==> src/rtl/theta_sweep_source_pkg.sv <==
`default_nettype none
// ============================================================================
// Module      : theta_sweep_source_pkg
// Description : Shared constants, sweep FSM state encoding and a clamp helper
//               used by theta_sweep_source and the downstream p_theta stage.
// Revision    : 1.0 - initial release
// ============================================================================
package theta_sweep_source_pkg;

    localparam int MATRIX_SIZE = 4;
    localparam int THETA_COUNT = 19;
    localparam int THETA_W     = $clog2(THETA_COUNT) + 1;

    // Highest legal theta index; a sweep never steps past it.
    localparam logic [THETA_W-1:0] C_THETA_LAST = THETA_W'(THETA_COUNT - 1);

    typedef enum logic [0:0] {
        ST_IDLE  = 1'b0,
        ST_SWEEP = 1'b1
    } sweep_state_t;

    // Limit a requested theta index to the legal range.
    function automatic logic [THETA_W-1:0] clamp_theta(input logic [THETA_W-1:0] i_v);
        return (i_v > C_THETA_LAST) ? C_THETA_LAST : i_v;
    endfunction

endpackage
`default_nettype wire

==> src/rtl/axis_beat_sender.sv <==
`default_nettype none
// ============================================================================
// Module      : axis_beat_sender
// Description : Per-channel valid / sent-flag tracker for one AXI-Stream
//               output of the theta sweep. Valid is raised for every beat of
//               an active sweep until the channel has transferred, then held
//               low until the beat completes on all channels.
// Ports       : clk, reset_n      - clock, async active-low reset
//               i_active          - sweep in progress
//               i_tready          - downstream ready of this channel
//               i_beat_done       - beat finished on all channels
//               o_tvalid          - channel valid (registered terms only)
//               o_done            - channel has transferred this beat
// Revision    : 1.0 - initial release
// ============================================================================
module axis_beat_sender (
    input  logic clk,
    input  logic reset_n,
    input  logic i_active,
    input  logic i_tready,
    input  logic i_beat_done,
    output logic o_tvalid,
    output logic o_done
);

    logic r_sent;

    // Valid is built from state and the flag only, never from tready.
    assign o_tvalid = i_active & ~r_sent;
    assign o_done   = r_sent | (o_tvalid & i_tready);

    always_ff @(posedge clk or negedge reset_n) begin
        if (!reset_n) begin
            r_sent <= 1'b0;
        end else if (i_beat_done || !i_active) begin
            r_sent <= 1'b0;
        end else if (o_tvalid && i_tready) begin
            r_sent <= 1'b1;
        end
    end

endmodule
`default_nettype wire

==> src/rtl/theta_sweep_source.sv <==
`default_nettype none
// ============================================================================
// Module      : theta_sweep_source
// Description : Accepts one covariance matrix R and emits a sweep of theta
//               beats; each beat presents R on the R channel and the theta
//               index on the theta channel. Channels handshake independently;
//               a beat completes once both have transferred.
// Ports       : clk, reset_n            - clock, async active-low reset
//               s_axis_*                - R input stream (tlast ignored)
//               m_axis_r_*              - R output stream
//               m_axis_theta_*          - theta index stream
//               sweep_busy              - sweep in progress
//               cfg_theta_start/stop    - sweep range (THETA_RANGE_EN only)
// Config      : THETA_RANGE_EN - adds a start/stop theta range sampled when R
//               is accepted; when undefined the sweep is 0..THETA_COUNT-1.
// Revision    : 1.0 - initial release
// ============================================================================
module theta_sweep_source
    import theta_sweep_source_pkg::*;
#(
    parameter int NUM_SIZE = 32
) (
    input  logic                                      clk,
    input  logic                                      reset_n,
`ifdef THETA_RANGE_EN
    input  logic [THETA_W-1:0]                        cfg_theta_start,
    input  logic [THETA_W-1:0]                        cfg_theta_stop,
`endif
    input  logic [MATRIX_SIZE*MATRIX_SIZE*NUM_SIZE-1:0] s_axis_tdata,
    input  logic                                      s_axis_tvalid,
    input  logic                                      s_axis_tlast,
    input  logic                                      s_axis_tuser,
    output logic                                      s_axis_tready,
    output logic [MATRIX_SIZE*MATRIX_SIZE*NUM_SIZE-1:0] m_axis_r_tdata,
    output logic                                      m_axis_r_tvalid,
    output logic                                      m_axis_r_tlast,
    output logic                                      m_axis_r_tuser,
    input  logic                                      m_axis_r_tready,
    output logic [THETA_W-1:0]                        m_axis_theta_tdata,
    output logic                                      m_axis_theta_tvalid,
    output logic                                      m_axis_theta_tlast,
    output logic                                      m_axis_theta_tuser,
    input  logic                                      m_axis_theta_tready,
    output logic                                      sweep_busy
);

    localparam int C_DW = MATRIX_SIZE * MATRIX_SIZE * NUM_SIZE;

    sweep_state_t        r_state;
    sweep_state_t        w_state_nxt;
    logic [C_DW-1:0]     r_rdata;
    logic [THETA_W-1:0]  r_theta;
    logic [THETA_W-1:0]  r_stop;
    logic                r_first;
    logic                r_s_tuser;
    logic                r_alive;

    logic                w_accept;
    logic                w_active;
    logic                w_last;
    logic                w_beat_done;
    logic                w_r_done;
    logic                w_t_done;
    logic [THETA_W-1:0]  w_start_sel;
    logic [THETA_W-1:0]  w_stop_sel;

    // ------------------------------------------------------------------------
    // Sweep range selection, evaluated at the R accept.
    // ------------------------------------------------------------------------
`ifdef THETA_RANGE_EN
    // An inverted range collapses to a single beat at the clamped stop.
    assign w_stop_sel  = clamp_theta(cfg_theta_stop);
    assign w_start_sel = (cfg_theta_start > w_stop_sel) ? w_stop_sel : cfg_theta_start;
`else
    assign w_stop_sel  = C_THETA_LAST;
    assign w_start_sel = '0;
`endif

    // r_alive keeps the input closed while reset is held and for the edge
    // it is released on, so nothing can be accepted during reset.
    assign s_axis_tready = (r_state == ST_IDLE) & r_alive;
    assign w_accept      = s_axis_tready & s_axis_tvalid;
    assign w_active      = (r_state == ST_SWEEP);
    assign w_last        = (r_theta == r_stop);
    assign w_beat_done   = w_active & w_r_done & w_t_done;
    assign sweep_busy    = w_active;

    // ------------------------------------------------------------------------
    // FSM
    // ------------------------------------------------------------------------
    always_ff @(posedge clk or negedge reset_n) begin
        if (!reset_n) begin
            r_state <= ST_IDLE;
        end else begin
            r_state <= w_state_nxt;
        end
    end

    always_comb begin
        w_state_nxt = r_state;
        case (r_state)
            ST_IDLE: begin
                if (w_accept) begin
                    w_state_nxt = ST_SWEEP;
                end
            end
            ST_SWEEP: begin
                if (w_beat_done && w_last) begin
                    w_state_nxt = ST_IDLE;
                end
            end
            default: w_state_nxt = ST_IDLE;
        endcase
    end

    // ------------------------------------------------------------------------
    // Datapath: latched R, theta counter, first-beat marker
    // ------------------------------------------------------------------------
    always_ff @(posedge clk or negedge reset_n) begin
        if (!reset_n) begin
            r_rdata   <= '0;
            r_theta   <= '0;
            r_stop    <= '0;
            r_first   <= 1'b0;
            r_s_tuser <= 1'b0;
            r_alive   <= 1'b0;
        end else begin
            r_alive <= 1'b1;
            if (w_accept) begin
                r_rdata   <= s_axis_tdata;
                r_s_tuser <= s_axis_tuser;
                r_theta   <= w_start_sel;
                r_stop    <= w_stop_sel;
                r_first   <= 1'b1;
            end else if (w_beat_done) begin
                r_first <= 1'b0;
                // Counter stops at the last index; the FSM leaves SWEEP instead.
                if (!w_last) begin
                    r_theta <= r_theta + THETA_W'(1);
                end
            end
        end
    end

    // Upstream framing bits carry no meaning for the sweep itself.
    logic w_unused_inputs;
    assign w_unused_inputs = &{1'b0, s_axis_tlast, r_s_tuser};

    // ------------------------------------------------------------------------
    // Output channels
    // ------------------------------------------------------------------------
    axis_beat_sender u_r_sender (
        .clk         (clk),
        .reset_n     (reset_n),
        .i_active    (w_active),
        .i_tready    (m_axis_r_tready),
        .i_beat_done (w_beat_done),
        .o_tvalid    (m_axis_r_tvalid),
        .o_done      (w_r_done)
    );

    axis_beat_sender u_theta_sender (
        .clk         (clk),
        .reset_n     (reset_n),
        .i_active    (w_active),
        .i_tready    (m_axis_theta_tready),
        .i_beat_done (w_beat_done),
        .o_tvalid    (m_axis_theta_tvalid),
        .o_done      (w_t_done)
    );

    assign m_axis_r_tdata     = r_rdata;
    assign m_axis_r_tuser     = w_active & r_first;
    assign m_axis_r_tlast     = w_active & w_last;
    assign m_axis_theta_tdata = r_theta;
    assign m_axis_theta_tuser = w_active & r_first;
    assign m_axis_theta_tlast = w_active & w_last;

endmodule
`default_nettype wire
==> config.mk <==
export PLATFORM = sky130hd
export DESIGN_NAME = theta_sweep_source
export DESIGN_NICKNAME = d
export VERILOG_FILES = /design/src/rtl/theta_sweep_source_pkg.sv /design/src/rtl/axis_beat_sender.sv /design/src/rtl/theta_sweep_source.sv
export SDC_FILE = /design/constraint.sdc
export NUM_CORES = 1
export LEC_CHECK = 0
export CORE_AREA = 2 2 406 408
export DETAILED_ROUTE_END_ITERATION = 10
export DIE_AREA = 0 0 408 410
export HOLD_SLACK_MARGIN = 0.05
export PLACE_DENSITY_LB_ADDON = 0.1
export SYNTH_ARGS = -nofsm -noshare
export SYNTH_HDL_FRONTEND = slang
export SYNTH_HIERARCHICAL = 1
export SYNTH_SLANG_ARGS = --single-unit
==> constraint.sdc <==
create_clock -name clk -period 3.67 [get_ports clk]
set_clock_uncertainty 0.1 [all_clocks]
set_input_delay 0.9175 -clock clk [delete_from_list [all_inputs] [get_ports clk]]
set_output_delay 0.9175 -clock clk [all_outputs]
set_load 0.03 [all_outputs]
# Word level (Yosys, flattened, before mapping)
# Cells that the tools add are included.
# op_classes
add_sub_neg	1
multipliers	0
div_mod_pow	0
n_lt_le_gt_ge	0
n_eq_ne	2
shifts	0
mux	12
bitwise	15
n_reduce_logical	9
# ops
cell	count
two-way mux 6 bit	3
AND 1 bit	10
two-way mux 1 bit	8
adder 6 x 1 -> 6 bit, second input constant	1
== test 6 x 5 -> 1 bit	1
nonzero test 2 bit	3
logical AND 1 bit	3
NOT 1 bit	3
!= test 2 bit, second input constant	1
OR 1 bit	2
case mux 1 bit (2 select lines)	1
AND reduction 2 bit	1
logical NOT 1 bit	1
logical OR 1 bit	1
# totals
register_bits	524
latchBits	0
ram_bits	0
mem_bits_ro	0
in_bits	519
out_inout_bits	526
elab_cells	47
memories	0

# Logic depth before layout (Yosys ltp)
# Gate-level depths: netlist (run 1).
# depth
word_depth	9
depth_mapped	8
ltp_nobuf	6

# By module
# The synthesis (run 1) kept the hierarchy.
# by_module_without_submodules
mod	n_inst	cells_each	area_each_um2	seq_area_each_um2
theta_sweep_source	1	2215	19774.0	13062.5
axis_beat_sender	2	5	58.8	25.0

# Worst setup path before layout (run 1)
# Ideal clock, no wire load.
# synth_path
path_kind	reg2out
startpoint	register r_theta[2], in the netlist m_axis_theta_tdata[2]
endpoint	output port m_axis_theta_tlast
t_arrival_ns	1.736
required_ns	2.653
slack_ns	0.917
path_stages_with_launch	5
path_buffers	1
cell_sequence	dfrtp_1 > nor4_1 > a21boi_2 > and2_1 > buf_4
# synth_between
elab_chain_len	2
# synth_rtl
element	line_no	source
start: declaration	theta_sweep_source.sv:52	logic [THETA_W-1:0] r_theta;
start signal: assignment	theta_sweep_source.sv:132	r_theta <= w_start_sel;
start signal: assignment	theta_sweep_source.sv:139	r_theta <= r_theta + THETA_W'(1);
== test 6 x 5 -> 1 bit	theta_sweep_source.sv:84	assign w_last = (r_theta == r_stop);
AND 1 bit	n/a	
end: declaration	theta_sweep_source.sv:41	output logic m_axis_theta_tlast,
# No other way between the ends.

# Worst setup path after layout (run 1)
# layout_path
startpoint	register r_theta[2], in the netlist m_axis_theta_tdata[2]
endpoint	output port m_axis_theta_tlast
# layout_between
elab_chain_len	2
# layout_rtl
element	line_no	source
== test 6 x 5 -> 1 bit	theta_sweep_source.sv:84	
AND 1 bit	theta_sweep_source.sv:177	assign m_axis_theta_tlast = w_active & w_last;
# No other way between the ends.

==> results.toml, run 1 <==
[layout]
multiInputGateArea_um2 = 6090
fillers = 18138
num-nets-final = 3802
post-route-util = 0.217
regArea_um2 = 13100
drive_gt1_frac = 0.0518
area_delta_synth_final_pct = 78.4

[critical_path]
end_kind = "output pin"
required_ns = 2.65
path_class = "flip-flop to output pin"
worst_setup_path_start_kind = "flip-flop"
arrival_ns = 2.48
crit_fanout = 7

[pwr]
p_leak_uw = 0.0165
clock_power_share = 0.207
vdd_ir_drop_max_mv = 0.346
p_sw_frac = 0.440
p_seq_frac = 0.296
power_density_nw_per_um2 = 981
p_int_uw = 19500
p_comb_frac = 0.497
p_switching_uw = 15300

[logic_synthesis]
netlist_instances = 2225
synth_top_area_share = 0.659
yosys_warnings = 6
synth_edf_count = 0
async_flop_share = 1.00
synthesis.nets = 2745
ys_ff_latch = 524
synth.most_common_cell = "nand2_1"
syn_area_per_cell_um2 = 8.94
synth_ff_type = "dfrtp_1"
synth_largest_area_cell = "dfrtp_1"
yosys-top-cells-count = "1542 x nand2_1, 524 x dfrtp_1, 71 x buf_2"
yosysUniqueCellTypes = 31
yosys-top-cells-area = "dfrtp_1 66%, nand2_1 29%, buf_2 1.8%, buf_6 1.3%, clkbuf_1 0.34%"
ys_seq_area_frac = 0.659
synth.cell_area_um2 = 19900

[floorplanning]
ios = 1045
dieArea_um2 = 167000
die_h_um = 410
rows = 149
core_um2 = 163000
die_x_um = 408
initial_utilization = 0.122

[sta]
tns_ns = 0
rsz0062_at_grt = "no"
timing.final.crit_period_ns = 3.50
drv_slew = 0
setup_violations = 0
fin_hold_ws_ns = 0.185
fmax_ghz = 0.286
relSlewSlack = 0.546
hold_viol_final = 0
tightest_slew_ns = 0.681
min_period_over_period = 0.953

[clock_network]
numCtsBuffers = 76
clock-root-buffer = "clkbuf_16"
cts_resized = 3
cts_buffer_depth = 3
clkSlewWorstSetupHoldPaths_ns = 0.06
cts.sinks = 524
ctsHoldBuffers = 0
htreeDepth = 3
clkLatencyLatePin_ns = 0.67
postCtsSetupBuffers = 0
cts_tree = "built"

[flow_run]
drv_cap = 0

[placed_design]
gp_congestion = 0.763
post-dp-hpwl_mm = 83.1
portBuffers = 1042

[global_routing]
grt_max_degree = 117
grt_overflow = 0
grt_use_total = 0.127
antenna_found_initial = 28
grt_pass1_vias = 19726
grt_pass1_wl_mm = 153

[routing]
drt_pass1_iterations = 4
drt-total-wl_mm = 108
wl_per_cell_um = 19.6
final_antenna_net_count = 0
vias = 18374
vias_per_cell = 3.32
route.detailed.drc = 0
drt_iter0_markers = 770

[run_status]
status = "finished, final reports clean"

[worst_hold_path]
min_path_type = "input pin to asynchronous set/reset pin"
[path summary, 6_finish.rpt]
check	startpoint	endpoint	slack (ns)	cells after the start
setup / recovery	m_axis_theta_tdata[2]$_DFFE_PN0P_	m_axis_theta_tlast	0.17	4
setup reg to reg	sweep_busy$_DFF_PN0_	m_axis_theta_tdata[4]$_DFFE_PN0P_	1.29	7
hold / removal	reset_n	m_axis_r_tdata[183]$_DFFE_PN0P_	0.18	1
hold reg to reg	m_axis_r_tdata[326]$_DFFE_PN0P_	m_axis_r_tdata[326]$_DFFE_PN0P_	0.37	2
max in group asynchronous	reset_n	m_axis_r_tdata[504]$_DFFE_PN0P_	2.38	3
min in group clk	m_axis_r_tdata[326]$_DFFE_PN0P_	m_axis_r_tdata[326]$_DFFE_PN0P_	0.37	2
[metal layers]
layer / vias to the layer above / GRT usage / part of all wire
li1: 8838 / - / -
met1: 8733 / 0.138 / 0.38
met2: 654 / 0.217 / 0.50
met3: 141 / 0.0589 / 0.10
met4: 8 / 0.0423 / 0.023
met5: - / 0 / 0.00048
[power by group through the flow]
stage | clock network, uW | registers (uW) | logic, uW
after floorplan | 0 | 16000 | 2940
after global placement | 0 | 10300 | 17700
after detailed placement | 0 | 10400 | 17600
after CTS | 7630 | 10300 | 17700
after global routing | 7840 | 10700 | 18500
final | 7220 | 10300 | 17300
[metrics by stage]
step                      cell area, um2  power, uW  worst slack (ns)  cells
final                              35500      34800             0.174   5539
after global routing               35500      37100            0.0282   5536
after CTS                          35500      35700           -0.0123   5528
after detailed placement           33000      28000             0.327   5393
after global placement             33000      28100             0.379   5393
after floorplan                    19900      18900             0.917   2225
[critical path: stages (launching register included)]
cell	delay [ns]
dfrtp_1	0.48
nor4_4	0.36
a21boi_2	0.29
and2_1	0.27
dlygate4sd2_1	0.43
[cell type report]
cell class,instances,area share
inverter,1,0.000106
sequential,524,0.369
clock buffer,122,0.0635
multi-input combinational,1583,0.172
tap,2189,0.0772
clock inverter,13,0.00434
timing repair buffer,1096,0.313
antenna,11,0.000775
[registers in the layout, summed over array words and instances (netlist names)]
register	count
u_r_sender/r_sent	1
u_theta_sender/r_sent	1
r_stop	1
sweep_busy	1
r_first	1
r_alive	1
m_axis_r_tdata	512
m_axis_theta_tdata	6
[cell families after synthesis]
group,count (synthesis),share of synthesized area
AO/OA/AOI/OAI,11,0.00409
XOR/XNOR,2,0.000881
adder cells (fa/ha/maj),1,0.000629
buffers and inverters,118,0.0358
flip-flops,524,0.659
other,1,0.000189
AND/OR/NAND/NOR,1568,0.299
[placed cells by master (no fill, tap or decap), drive strengths merged, types with 2 or more instances in the layout]
cell	synthesis	final
and2b	2	2
clkinvlp	0	2
nand2	1542	1542
clkdlybuf4s50	0	1039
nand4	3	3
nor3b	2	2
inv	1	4
nand3	4	4
diode	0	11
dfrtp	524	524
and2	3	3
nor2	5	5
buf	99	55
clkinv	0	8
clkbuf	18	122
or3	2	2
a21oi	3	3
a21o	3	3
xor2	2	2
dlygate4sd2	0	2
Power figures use the tool's default switching activity.
==> run 2: changes to the inputs <==
--- a/config.mk
+++ b/config.mk
@@ -5,12 +5,15 @@
 export SDC_FILE = /design/constraint.sdc
 export NUM_CORES = 1
 export LEC_CHECK = 0
-export CORE_AREA = 2 2 406 408
+export ABC_AREA = 1
+export CORE_AREA = 2 2 405 407
 export DETAILED_ROUTE_END_ITERATION = 10
-export DIE_AREA = 0 0 408 410
+export DIE_AREA = 0 0 407 409
+export GPL_TIMING_DRIVEN = 1
 export HOLD_SLACK_MARGIN = 0.05
 export PLACE_DENSITY_LB_ADDON = 0.1
 export SYNTH_ARGS = -nofsm -noshare
 export SYNTH_HDL_FRONTEND = slang
 export SYNTH_HIERARCHICAL = 1
 export SYNTH_SLANG_ARGS = --single-unit
+export TNS_END_PERCENT = 30
==> run 2 against run 1 <==
First-iteration DRC count decreased by 57%. Critical path type unchanged. Die area is 0.49% lower. Routed wire length is 8.0% lower. Synthesized cell count decreased by 47%. Cell count decreased by 18%. Design area is essentially flat. Clock power up 3.2%. Area after synthesis down 0.20%. Critical path depth shrank 1. Worst setup slack improved by 0.25 ns.
==> results.toml, run 2 <==
[run_status]
status = "finished, final reports clean"

[routing]
drt_pass1_iterations = 4
drt-total-wl_mm = 99.8
drt_iter0_markers = 333
vias = 14488
wl_per_cell_um = 22.1
final_antenna_net_count = 0
route.detailed.drc = 0
vias_per_cell = 3.20

[floorplanning]
core_um2 = 162000
initial_utilization = 0.123
dieArea_um2 = 166000
rows = 148
die_x_um = 407
ios = 1045
die_h_um = 409

[flow_run]
drv_cap = 0

[logic_synthesis]
syn_area_per_cell_um2 = 16.9
synth_ff_type = "dfrtp_1"
synth.most_common_cell = "dfrtp_1"
synth-xor-area-share = 0.000441
synth_adder_area_share = 0.000630
yosys-top-cells-count = "524 x dfrtp_1, 512 x mux2_2, 45 x buf_6"
synthSimpleGateAreaFrac = 0.0115
synth_top_family_by_area = "multiplexers"
synth.cell_area_um2 = 19900
synth-compound-area-share = 0.00303
yosys_warnings = 6
synth_edf_count = 0
synth_largest_area_cell = "dfrtp_1"
async_flop_share = 1.00
synthesis.nets = 1696
netlist_instances = 1176
synthMuxAreaShare = 0.290
yosysUniqueCellTypes = 21
ys_seq_area_frac = 0.661
yosys-top-cells-area = "dfrtp_1 66%, mux2_2 29%, buf_6 2.6%, nand2_1 0.57%, buf_4 0.30%"
synth_top_area_share = 0.661
ys_ff_latch = 524

[clock_network]
cts.sinks = 524
cts_tree = "built"
clkSlewWorstSetupHoldPaths_ns = 0.06
htreeDepth = 3
numCtsBuffers = 75
cts_buffer_depth = 3
ctsHoldBuffers = 0
clock-root-buffer = "clkbuf_16"
clkLatencyLatePin_ns = 0.65

[layout]
num-nets-final = 2796
fillers = 17228
area_delta_synth_final_pct = 78.8
layout_common_cells = "1039 x clkdlybuf4s50_1, 524 x dfrtp_1, 512 x mux2_2, 76 x clkbuf_16, 30 x nand2_1"
drive_gt1_frac = 0.286
largest_reg_flops = 512
mostFrequentLayoutCell = "clkdlybuf4s50_1"

[placed_design]
gp_congestion = 0.773
post-dp-hpwl_mm = 80.4
portBuffers = 1042

[critical_path]
rr_endpoint = "m_axis_r_tdata[288]$_DFFE_PN0P_"
slowest_stage = "clkdlybuf4s50_1"
required_ns = 2.65
path_class = "flip-flop to output pin"
rrSetupSlack_ns = 1.45
critPathTopFamily = "buffers and inverters"
crit_fanout = 12
max_stage_delay_ns = 0.69
critPathBufInv = 2
reg2reg_depth = 4
end_kind = "output pin"
r2r-start = "sweep_busy$_DFF_PN0_"
arrival_ns = 2.23
worst_setup_path_start_kind = "flip-flop"
cp_cell_sequence = "nand2_1 > inv_1 > clkdlybuf4s50_1"

[sta]
drv_slew = 0
relSlewSlack = 0.453
setup_violations = 0
fin_hold_ws_ns = 0.210
rsz0062_at_grt = "no"
timing.final.crit_period_ns = 3.25
hold_viol_final = 0
tns_ns = 0
fmax_ghz = 0.308
tightest_slew_ns = 0.821
min_period_over_period = 0.885

[worst_hold_path]
min_path_type = "input pin to asynchronous set/reset pin"

[global_routing]
grt_max_degree = 80
grt_pass1_vias = 16083
grt_pass1_wl_mm = 134
grt_use_total = 0.116
grt_overflow = 0
antenna_found_initial = 53

[pwr]
power_density_nw_per_um2 = 989
vdd_ir_drop_max_mv = 0.459
p_leak_uw = 0.0142
==> run 2: cell types whose count changed after synthesis, moves of 4 or more <==
cell / change
nand2_1: -1512
mux2_2: +512
buf_2: -65
buf_6: +22
clkbuf_1: -17
inv_1: +15
buf_4: +6
o21ai_0: +6
nand3_1: +4
==> run 2: power breakdown <==
part / internal, uW / switching [uW]
combinational: 7580 / 9760
sequential: 8720 / 1600
clock: 4520 / 2930
total: 20800 / 14300
==> run 2: worst max path at each step <==
stage	start	endpoint	slack, ns	cells after the start
CTS	m_axis_theta_tdata[0]$_DFFE_PN0P_	m_axis_theta_tlast	0.03	6
floorplan	m_axis_theta_tdata[2]$_DFFE_PN0P_	m_axis_theta_tlast	0.96	7
detailed placement	s_axis_tvalid	m_axis_r_tdata[186]$_DFFE_PN0P_	0.71	5
finish	sweep_busy$_DFF_PN0_	m_axis_r_tuser	0.42	3
global route	sweep_busy$_DFF_PN0_	m_axis_r_tuser	0.25	3
global placement	s_axis_tvalid	m_axis_r_tdata[202]$_DFFE_PN0P_	0.73	5
==> run 2: area by class of cell <==
class                           instances  area [um2]  area share
Sequential cell                       524       13100       0.369
Timing Repair Buffer                 1083       11000       0.309
Multi-Input combinational cell        576        6090       0.171
Tap cell                             2175        2720      0.0767
Clock buffer                          111        2170      0.0612
Clock inverter                         16         327     0.00920
Inverter                               16        60.1     0.00169
Antenna cell                           21        52.6     0.00148
==> run 2: timing repair <==
item / in CTS / in global routing
endpoints found under the setup margin: 0 / 2
gates resized for setup: 0 / 2
setup buffers: 0 / 0
==> run 2: routing by layer <==
| layer | share of wire | up-vias | GRT usage | wire length [um] |
|---|---|---|---|---|
| met5 | 0.0012 | - | 0 | 115 |
| met4 | 0.024 | 18 | 0.0366 | 2390 |
| met3 | 0.12 | 170 | 0.0602 | 11800 |
| met2 | 0.54 | 656 | 0.219 | 53900 |
| met1 | 0.32 | 7302 | 0.106 | 31600 |
| li1 | - | 6342 | - | - |
==> run 2: logic make-up after synthesis <==
kind of cell	count (synthesis)
AOI/OAI and AO/OA	10
other	1
buffers and inverters	76
xor gates and xnor gates	1
adders and majority gates	1
and+or+nand+nor	51
muxes	512
DFF	524
==> run 2: metrics by stage <==
| step | worst slack (ns) | instances | cell area (um2) | total power [uW] | utilization |
|---|---|---|---|---|---|
| 2_1_floorplan | 0.956 | 1176 | 19900 | 19000 | - |
| 3_3_place_gp | 0.731 | 4374 | 32900 | 28000 | 0.203 |
| 3_5_place_dp | 0.706 | 4374 | 32900 | 28100 | 0.203 |
| 4_1_cts | 0.0254 | 4501 | 35400 | 35900 | 0.219 |
| 5_1_grt | 0.254 | 4506 | 35500 | 36900 | 0.219 |
| 6_report | 0.421 | 4522 | 35500 | 35100 | 0.219 |
==> run 2: worst reg2reg max path, delay by kind of cell, from the launching register on <==
family / cells / cell delay [ns]
buffers and inverters: 1 / 0.47
DFF: 1 / 0.64
muxes: 1 / 0.49
and+or+nand+nor: 2 / 0.38
